**config.mk**
```make
export PLATFORM = sky130hd
export DESIGN_NAME = bm_quad_step_decoder
export DESIGN_NICKNAME = d
export VERILOG_FILES = /design/src/rtl/bm_quad_step_decoder.sv
export SDC_FILE = /design/constraint.sdc
export NUM_CORES = 1
export LEC_CHECK = 0
export BUFFER_PORTS_ARGS = -buffer_cell sky130_fd_sc_hd__buf_4
export CORE_UTILIZATION = 30
export CTS_CLUSTER_SIZE = 30
export DETAILED_ROUTE_END_ITERATION = 12
export MAX_ROUTING_LAYER = met4
export SYNTH_ARGS = -nofsm -noshare
export SYNTH_HDL_FRONTEND = slang
export SYNTH_SLANG_ARGS = --single-unit
```
**constraint.sdc**
```tcl
create_clock -name Clock -period 1.55 [get_ports Clock]
set_clock_uncertainty 0.2 [all_clocks]
set_input_delay 0.155 -clock Clock [delete_from_list [all_inputs] [get_ports Clock]]
set_output_delay 0.155 -clock Clock [all_outputs]
set_load 0.02 [all_outputs]
```
**src/rtl/bm_quad_step_decoder.sv**
```systemverilog
// bm_quad_step_decoder
//   Front end for the n-bit up/down counter. Takes raw asynchronous
//   quadrature channels (A, B) and an index channel (Z), synchronises and
//   glitch-filters each one, then decodes Gray-code transitions into
//   single-cycle step pulses with direction plus an index load pulse.
//
// Ports
//   Clock     : system clock, everything on posedge
//   Reset     : synchronous, active-high
//   A, B, Z   : raw encoder / index channels (asynchronous)
//   index_en  : allow L generation from the index channel
//   home_val  : value driven onto R when an index load fires
//   clr_err   : clears err (a simultaneous new error wins)
//   E         : one-cycle step pulse
//   up_down   : direction of last valid step, 1 = up
//   L         : one-cycle index load pulse
//   R         : load value for the counter
//   err       : sticky illegal (double) transition flag

// Per-channel synchroniser + persistence filter.
//   Clock : system clock
//   Reset : synchronous, active-high
//   raw   : asynchronous input
//   filt  : filtered, synchronous version of raw
module bm_qsd_chan #(
    parameter int FILT = 3
) (
    input  logic Clock,
    input  logic Reset,
    input  logic raw,
    output logic filt
);
    localparam logic [3:0] CNT_MAX = 4'(FILT - 1);

    logic       s1_q, s1_d;
    logic       s2_q, s2_d;
    logic [3:0] cnt_q, cnt_d;
    logic       filt_q, filt_d;

    always_comb begin
        s1_d   = raw;
        s2_d   = s1_q;
        cnt_d  = 4'd0;
        filt_d = filt_q;
        // Any cycle of agreement drops cnt back to 0, so only an unbroken
        // run of FILT disagreeing samples moves the filtered value.
        if (s2_q != filt_q) begin
            if (cnt_q == CNT_MAX) begin
                filt_d = s2_q;
                cnt_d  = 4'd0;
            end else begin
                cnt_d  = cnt_q + 4'd1;
            end
        end
    end

    always_ff @(posedge Clock) begin
        if (Reset) begin
            s1_q   <= 1'b0;
            s2_q   <= 1'b0;
            cnt_q  <= 4'd0;
            filt_q <= 1'b0;
        end else begin
            s1_q   <= s1_d;
            s2_q   <= s2_d;
            cnt_q  <= cnt_d;
            filt_q <= filt_d;
        end
    end

    assign filt = filt_q;
endmodule

module bm_quad_step_decoder #(
    parameter int n    = 2,
    parameter int FILT = 3
) (
    input  logic         Clock,
    input  logic         Reset,
    input  logic         A,
    input  logic         B,
    input  logic         Z,
    input  logic         index_en,
    input  logic [n-1:0] home_val,
    input  logic         clr_err,
    output logic         E,
    output logic         up_down,
    output logic         L,
    output logic [n-1:0] R,
    output logic         err
);
    localparam logic [4:0] ARM_CYC = 5'(FILT + 3);

    // bit 2 = A, bit 1 = B, bit 0 = Z
    logic [2:0] raw_in;
    logic [2:0] filt;

    assign raw_in = {A, B, Z};

    for (genvar g = 0; g < 3; g++) begin : g_chan
        bm_qsd_chan #(.FILT(FILT)) u_chan (
            .Clock (Clock),
            .Reset (Reset),
            .raw   (raw_in[g]),
            .filt  (filt[g])
        );
    end

    logic [4:0]   start_cnt_q, start_cnt_d;
    logic [1:0]   ab_prev_q, ab_prev_d;
    logic         z_prev_q, z_prev_d;
    logic         e_q, e_d;
    logic         ud_q, ud_d;
    logic         l_q, l_d;
    logic [n-1:0] r_q, r_d;
    logic         err_q, err_d;

    logic         armed;
    logic [1:0]   cur;
    logic [1:0]   diff;

    assign armed = (start_cnt_q == ARM_CYC);
    assign cur   = filt[2:1];
    assign diff  = cur ^ ab_prev_q;

    always_comb begin
        start_cnt_d = armed ? start_cnt_q : start_cnt_q + 5'd1;
        ab_prev_d   = cur;
        z_prev_d    = filt[0];
        e_d         = 1'b0;
        ud_d        = ud_q;
        l_d         = 1'b0;
        r_d         = r_q;
        err_d       = 1'b0;   // held low while the filters settle after reset
        if (armed) begin
            if (diff == 2'b11) begin
                err_d = 1'b1;
            end else if (clr_err) begin
                err_d = 1'b0;
            end else begin
                err_d = err_q;
            end
            // Single-bit change: in the 00,01,11,10 cycle a forward step
            // always makes the new A equal to the old B.
            if (diff == 2'b01 || diff == 2'b10) begin
                e_d  = 1'b1;
                ud_d = (cur[1] == ab_prev_q[0]);
            end
            if (index_en && filt[0] && !z_prev_q) begin
                l_d = 1'b1;
                r_d = home_val;
            end
        end
    end

    always_ff @(posedge Clock) begin
        if (Reset) begin
            start_cnt_q <= 5'd0;
            ab_prev_q   <= 2'b00;
            z_prev_q    <= 1'b0;
            e_q         <= 1'b0;
            ud_q        <= 1'b1;
            l_q         <= 1'b0;
            r_q         <= '0;
            err_q       <= 1'b0;
        end else begin
            start_cnt_q <= start_cnt_d;
            ab_prev_q   <= ab_prev_d;
            z_prev_q    <= z_prev_d;
            e_q         <= e_d;
            ud_q        <= ud_d;
            l_q         <= l_d;
            r_q         <= r_d;
            err_q       <= err_d;
        end
    end

    assign E       = e_q;
    assign up_down = ud_q;
    assign L       = l_q;
    assign R       = r_q;
    assign err     = err_q;
endmodule

```
==> impl_metrics.tcl, run 1 <==
set metrics [dict create \
    outcome "finished clean" \
    crit_type "reg2reg" \
    tritoncts "yes" \
    areaGrowthSynthToFinish_pct 30.91 \
    rsz0062_at_grt "true" \
    die_w_um 68.52 \
    firstDrtPassIters 3 \
    crit_required_ns 1.57 \
    min_path_type "in2reg" \
    cp-startpoint "g_chan[2].u_chan.cnt_q[0]$_SDFF_PP0_" \
    synth_fp_nets 147 \
    yosysWarnings 0 \
    num_antenna_cells 0 \
    cts_buffers 5 \
    cts-htree-levels 2 \
    slowest_stage "or3_4" \
    synth.top_cell.area_share 0.5278 \
    rrSetupSlack_ns 0.04 \
    finalCriticalPeriod_ns 1.511 \
    synth_area_leaders "dfxtp_1 53%, ha_1 8.5%, xnor2_1 5.9%" \
    worstPathCellList "inv_1 -> ha_1 -> nor3b_1 -> or3_4 -> nor2_1" \
    reg2reg_from "g_chan[2].u_chan.cnt_q[0]$_SDFF_PP0_" \
    layout_setup_ws_ns 0.03892 \
    fillerInstances 394 \
    grt_overflow_total 0 \
    max_freq_ghz 0.6618 \
    syn_inst 129 \
    maxSlewHeadroom 0.7685 \
    core_um2 4115 \
    seq_area_frac_synth 0.5278 \
    antenna_found_initial 0 \
    critPathCapture "g_chan[2].u_chan.cnt_q[3]$_SDFF_PP0_" \
    synth.distinct_cells 23 \
    gr-usage-all-layers 0.1159 \
    ys_ff_latch 35 \
    start_util 0.3226 \
    start_kind "flop" \
    post-route-period-util 0.9749 \
    cap_violations 0 \
    clockBufferDepth 2 \
    drt_iter0_drc 31 \
    cts_root_buf "clkbuf_8" \
    fin_cells 210 \
    fin_area_um2 1738 \
    powerDensity_nw_per_um2 1005 \
    grt_pass1_wl_um 3643 \
    via_per_inst 4.495 \
    r2r-end "g_chan[2].u_chan.cnt_q[3]$_SDFF_PP0_" \
    cts.sinks 35 \
    p_leak_nw 0.7084 \
    drc_errors 0 \
    place_worst_setup_slack_ns -0.04497 \
    synth_top_area_cell "dfxtp_1" \
    clk-insertion-delay-late_ns 0.29 \
    vias 944 \
    setup_tns_ns 0 \
    wl_per_cell_um 11.53 \
    die_y_um 68.52 \
    die_area_um2 4695 \
    crit_path_max_incr_delay_ns 0.40 \
    grt_pass1_vias 914 \
    multiInputGateArea_um2 634.4 \
    avgSynthCellArea_um2 10.29 \
    gp_congestion 0.6783 \
    hold_viol 0 \
    place_area_um2 1520 \
    totalWireLength_um 2422 \
    drive_above_1_share 0.2563 \
    grt_max_degree 24 \
    synth_area_um2 1328 \
    io_pins 15 \
    rows 23 \
    place_hpwl_um 1641 \
    cp-end-kind "flop" \
    final-setup-viol-count 0 \
    dp_cells 195 \
    ant_nets 0 \
    slew_viol_final 0 \
    worst_pin_slew_ns 0.3465 \
    ir_worst_vdd_uv 497.7 \
    crit_arrival_ns 1.54 \
    cts.clk_slew.worst_paths_ns 0.07 \
    final_util 0.4223 \
    io_buffers 14 \
    cp_max_fo 4 \
    r2r_cells 5 \
    nets 177 \
    regArea_um2 704.4 \
]
[timing repair]
item	CTS	global route
hold buffers	6	0
hold endpoints to repair	6	0
pin swaps	0	2
endpoints found under the setup margin	9	16
setup buffers	0	1
gates resized for setup	5	8
[power breakdown]
part           switching (mW)  internal (mW)
Clock                   0.307          0.405
Sequential             0.0140          0.919
Combinational          0.0430         0.0576
Total                   0.364           1.38
[worst min path at each step]
| stage | startpoint | endpoint | slack (ns) | cells after the start |
|---|---|---|---|---|
| global placement | Z | g_chan[0].u_chan.s1_q$_SDFF_PP0_ | 0.17 | 2 |
| floorplan | Z | g_chan[0].u_chan.s1_q$_SDFF_PP0_ | 0.08 | 1 |
| finish | Reset | start_cnt_q[0]$_SDFFE_PP0P_ | 0.01 | 2 |
| CTS | Reset | g_chan[1].u_chan.filt$_SDFFE_PP0P_ | 0.01 | 2 |
| global route | index_en | L$_SDFF_PP0_ | 0.02 | 3 |
| detailed placement | Z | g_chan[0].u_chan.s1_q$_SDFF_PP0_ | 0.17 | 2 |
[worst max-delay path: cells and delay by family (launching register included)]
kind | cells | cell delay (ns)
and+or+nand+nor | 3 | 0.67
DFF | 1 | 0.36
adders and majority gates | 1 | 0.18
buffers and inverters | 1 | 0.05
[area by class of cell]
cell class                      count  area share
Clock buffer                        8     0.05760
Multi-Input combinational cell     84      0.3650
Sequential cell                    35      0.4053
Inverter                            7     0.01512
Tap cell                           50     0.03600
Timing Repair Buffer               26      0.1210
[logic make-up after synthesis]
group / count (synthesis) / share of synthesized area
AND/OR/NAND/NOR: 49 / 0.1913
flip-flops: 35 / 0.5278
XOR/XNOR: 16 / 0.1056
buffers and inverters: 10 / 0.02922
adder cells (fa/ha/maj): 9 / 0.08483
AO/OA/AOI/OAI: 5 / 0.02356
multiplexers: 5 / 0.03770
[per-stage QoR]
stage / total power [mW] / hold WS (ns)
finish: 1.746 / 0.01299
global route: 1.813 / 0.02384
CTS: 1.758 / 0.01299
detailed placement: 1.031 / 0.1730
global placement: 1.025 / 0.1652
floorplan: 0.9927 / 0.08318
[layer usage]
metal	up-vias	track usage	share of wire
li1	475	-	-
met1	450	0.09929	0.41
met2	12	0.2059	0.52
met3	7	0.04112	0.036
met4	0	0.08594	0.033
met5	-	-	0
[state kept, by name, summed over array words and instances, names as in the netlist]
signal               flops
z_prev_q                 1
ab_prev_q                2
R                        2
up_down                  1
err                      1
g_chan.u_chan.s1_q       3
g_chan.u_chan.cnt_q     12
start_cnt_q              5
g_chan.u_chan.filt       3
L                        1
g_chan.u_chan.s2_q       3
E                        1
[cell usage in the layout, fill, tap and decap left out, types with 2 or more instances in the layout]
cell / count
xor2_1: 7
nand2_1: 4
nand3_1: 5
nor2_2: 6
clkbuf_8: 7
xnor2_1: 9
nor3b_1: 2
a21oi_1: 2
nor3_1: 3
or3_4: 3
dlygate4sd3_1: 6
ha_1: 9
dfxtp_1: 32
mux2i_1: 5
nor2b_1: 9
buf_4: 20
dfxtp_2: 3
nor2_1: 13
inv_1: 7
[synthesized netlist by cell type, drive strengths merged]
cell and instances:
ha 9, xor2 7, a21oi 2, nor2b 9, buf 1, nor2 19
or3 3, xnor2 9, nor3b 3, nand3 5, a211oi 1, mux2i 5
clkbuf 2, o21ai 1, o311ai 1, dfxtp 35, nor3 3, inv 7
nand2 4, and3 1, nand4bb 1, nand3b 1
(Power assumes the default switching activity.)
==> run 2, diff against run 1 <==
CAP_MARGIN = 20   (was unset)
CORE_ASPECT_RATIO = 1.75   (was unset)
==> impl_metrics.tcl, run 2 (same netlist as run 1, synthesis figures left out) <==
set metrics [dict create \
    grt_pass1_wl_um 4084 \
    ant_nets 0 \
    maxSlewHeadroom 0.7843 \
    layout_common_cells "31 x dfxtp_1, 21 x buf_4, 16 x nor2_1" \
    min_path_type "in2reg" \
    drive_above_1_share 0.2609 \
    grt_overflow_total 0 \
    dp_cells 194 \
    firstDrtPassIters 3 \
    clockBufferDepth 2 \
    max_freq_ghz 0.6676 \
    cts.clk_slew.worst_paths_ns 0.07 \
    reg_top3 "g_chan.u_chan.cnt_q: 12 flops, start_cnt_q: 5 flops" \
    io_buffers 14 \
    hold_viol 0 \
    ir_worst_vdd_uv 616.8 \
    die_w_um 52.29 \
    nets 178 \
    p_leak_nw 0.7167 \
    clk-insertion-delay-late_ns 0.29 \
    fin_cells 210 \
    final-setup-viol-count 0 \
    place_hpwl_um 1637 \
    setup_tns_ns 0 \
    gr-usage-all-layers 0.1211 \
    io_pins 15 \
    layout_setup_ws_ns 0.05200 \
    outcome "finished clean" \
    regMostFlops "g_chan.u_chan.cnt_q" \
    r2r_cells 5 \
    crit_required_ns 1.58 \
    place_worst_setup_slack_ns -0.08424 \
    crit_arrival_ns 1.53 \
    powerDensity_nw_per_um2 956.9 \
    post-route-period-util 0.9665 \
    final_util 0.4113 \
    cp-end-kind "flop" \
    crit_type "reg2reg" \
    drt_iter0_drc 13 \
    rrSetupSlack_ns 0.05 \
    drc_errors 0 \
    core_um2 4189 \
    start_util 0.3169 \
    totalWireLength_um 2361 \
    via_per_inst 4.467 \
    cts_buffers 5 \
    num_antenna_cells 0 \
    gp_congestion 0.6374 \
    layout_commonest_cell "dfxtp_1" \
    worst_pin_slew_ns 0.3228 \
    cap_violations 0 \
    antenna_found_initial 0 \
    slew_viol_final 0 \
    holdPathEnd "err$_SDFFE_PP0P_" \
    cts.sinks 35 \
    die_area_um2 4706 \
    wl_per_cell_um 11.24 \
    grt_pass1_vias 990 \
    tritoncts "yes" \
    finalCriticalPeriod_ns 1.498 \
    whs_ns 0.005697 \
    cts_root_buf "clkbuf_8" \
    largest_reg_flops 12 \
    cp_max_fo 4 \
    start_kind "flop" \
    reg2reg_from "g_chan[0].u_chan.cnt_q[0]$_SDFF_PP0_" \
    rows 31 \
    vias 938 \
    holdCritStartpoint "clr_err" \
    cts-htree-levels 2 \
    areaGrowthSynthToFinish_pct 29.78 \
    grt_max_degree 24 \
    whs_path_depth 4 \
    r2r-end "g_chan[0].u_chan.cnt_q[3]$_SDFF_PP0_" \
    die_y_um 90 \
]
## run 2: cell types whose count changed in the layout (fill, tap and decap cells not counted), moves of 2 or more
| cell | before | now |
|---|---|---|
| nor2_2 | 6 | 1 |
| clkinv_2 | 0 | 3 |
| nor2_1 | 13 | 16 |
| clkbuf_8 | 7 | 5 |
| nor2_4 | 0 | 2 |
## run 2: how the worst max path moves through the flow
| stage | start | endpoint | cells past startpoint |
|---|---|---|---|
| floorplan | g_chan[0].u_chan.cnt_q[0]$_SDFF_PP0_ | g_chan[0].u_chan.cnt_q[2]$_SDFF_PP0_ | 5 |
| global placement | g_chan[2].u_chan.cnt_q[0]$_SDFF_PP0_ | g_chan[2].u_chan.cnt_q[3]$_SDFF_PP0_ | 5 |
| detailed placement | g_chan[0].u_chan.cnt_q[0]$_SDFF_PP0_ | g_chan[0].u_chan.cnt_q[2]$_SDFF_PP0_ | 5 |
| CTS | g_chan[1].u_chan.cnt_q[0]$_SDFF_PP0_ | g_chan[1].u_chan.cnt_q[1]$_SDFF_PP0_ | 5 |
| global route | g_chan[0].u_chan.cnt_q[0]$_SDFF_PP0_ | g_chan[0].u_chan.cnt_q[3]$_SDFF_PP0_ | 5 |
| finish | g_chan[0].u_chan.cnt_q[0]$_SDFF_PP0_ | g_chan[0].u_chan.cnt_q[3]$_SDFF_PP0_ | 5 |
## run 2: layout make-up
class,instances,area [um^2]
Multi-Input combinational cell,84,625.6
Inverter,7,26.28
Clock buffer,5,68.82
Timing Repair Buffer,27,217.7
Clock inverter,3,15.01
Tap cell,49,61.31
Fill cell,436,2466
Sequential cell,35,708.2
## run 2: repair_timing
item / 4_1_cts / 5_1_grt
hold endpoints to repair: 6 / 0
pin swaps: 1 / 2
endpoints found under the setup margin: 9 / 11
hold buffers: 6 / 0
resized for setup: 5 / 10
setup buffers: 0 / 2
## run 2: metrics by stage
stage          power (mW)  cell area, um^2
3_3_place_gp        1.021             1519
2_1_floorplan      0.9927             1328
6_report            1.649             1723
3_5_place_dp        1.025             1519
5_1_grt             1.728             1723
4_1_cts             1.663             1674
## run 2: power by group
group	internal (mW)	leakage, nW	switching (mW)
clock network	0.307	0.0477	0.321
logic	0.0519	0.383	0.0376
registers	0.918	0.286	0.0136
total	1.28	0.717	0.372
## run 2: worst max-delay path: stages, from the launching register on
cell     delay [ns]
dfxtp_4        0.37
inv_2          0.04
ha_1           0.18
nor3b_2        0.17
or3_4          0.37
nor2_2         0.11
## run 2: routing by layer
| layer | global-route usage | up-vias | part of all wire |
|---|---|---|---|
| li1 | - | 474 | - |
| met1 | 0.1153 | 430 | 0.40 |
| met2 | 0.1962 | 24 | 0.51 |
| met3 | 0.04230 | 10 | 0.050 |
| met4 | 0.07895 | 0 | 0.042 |
| met5 | - | - | 0 |
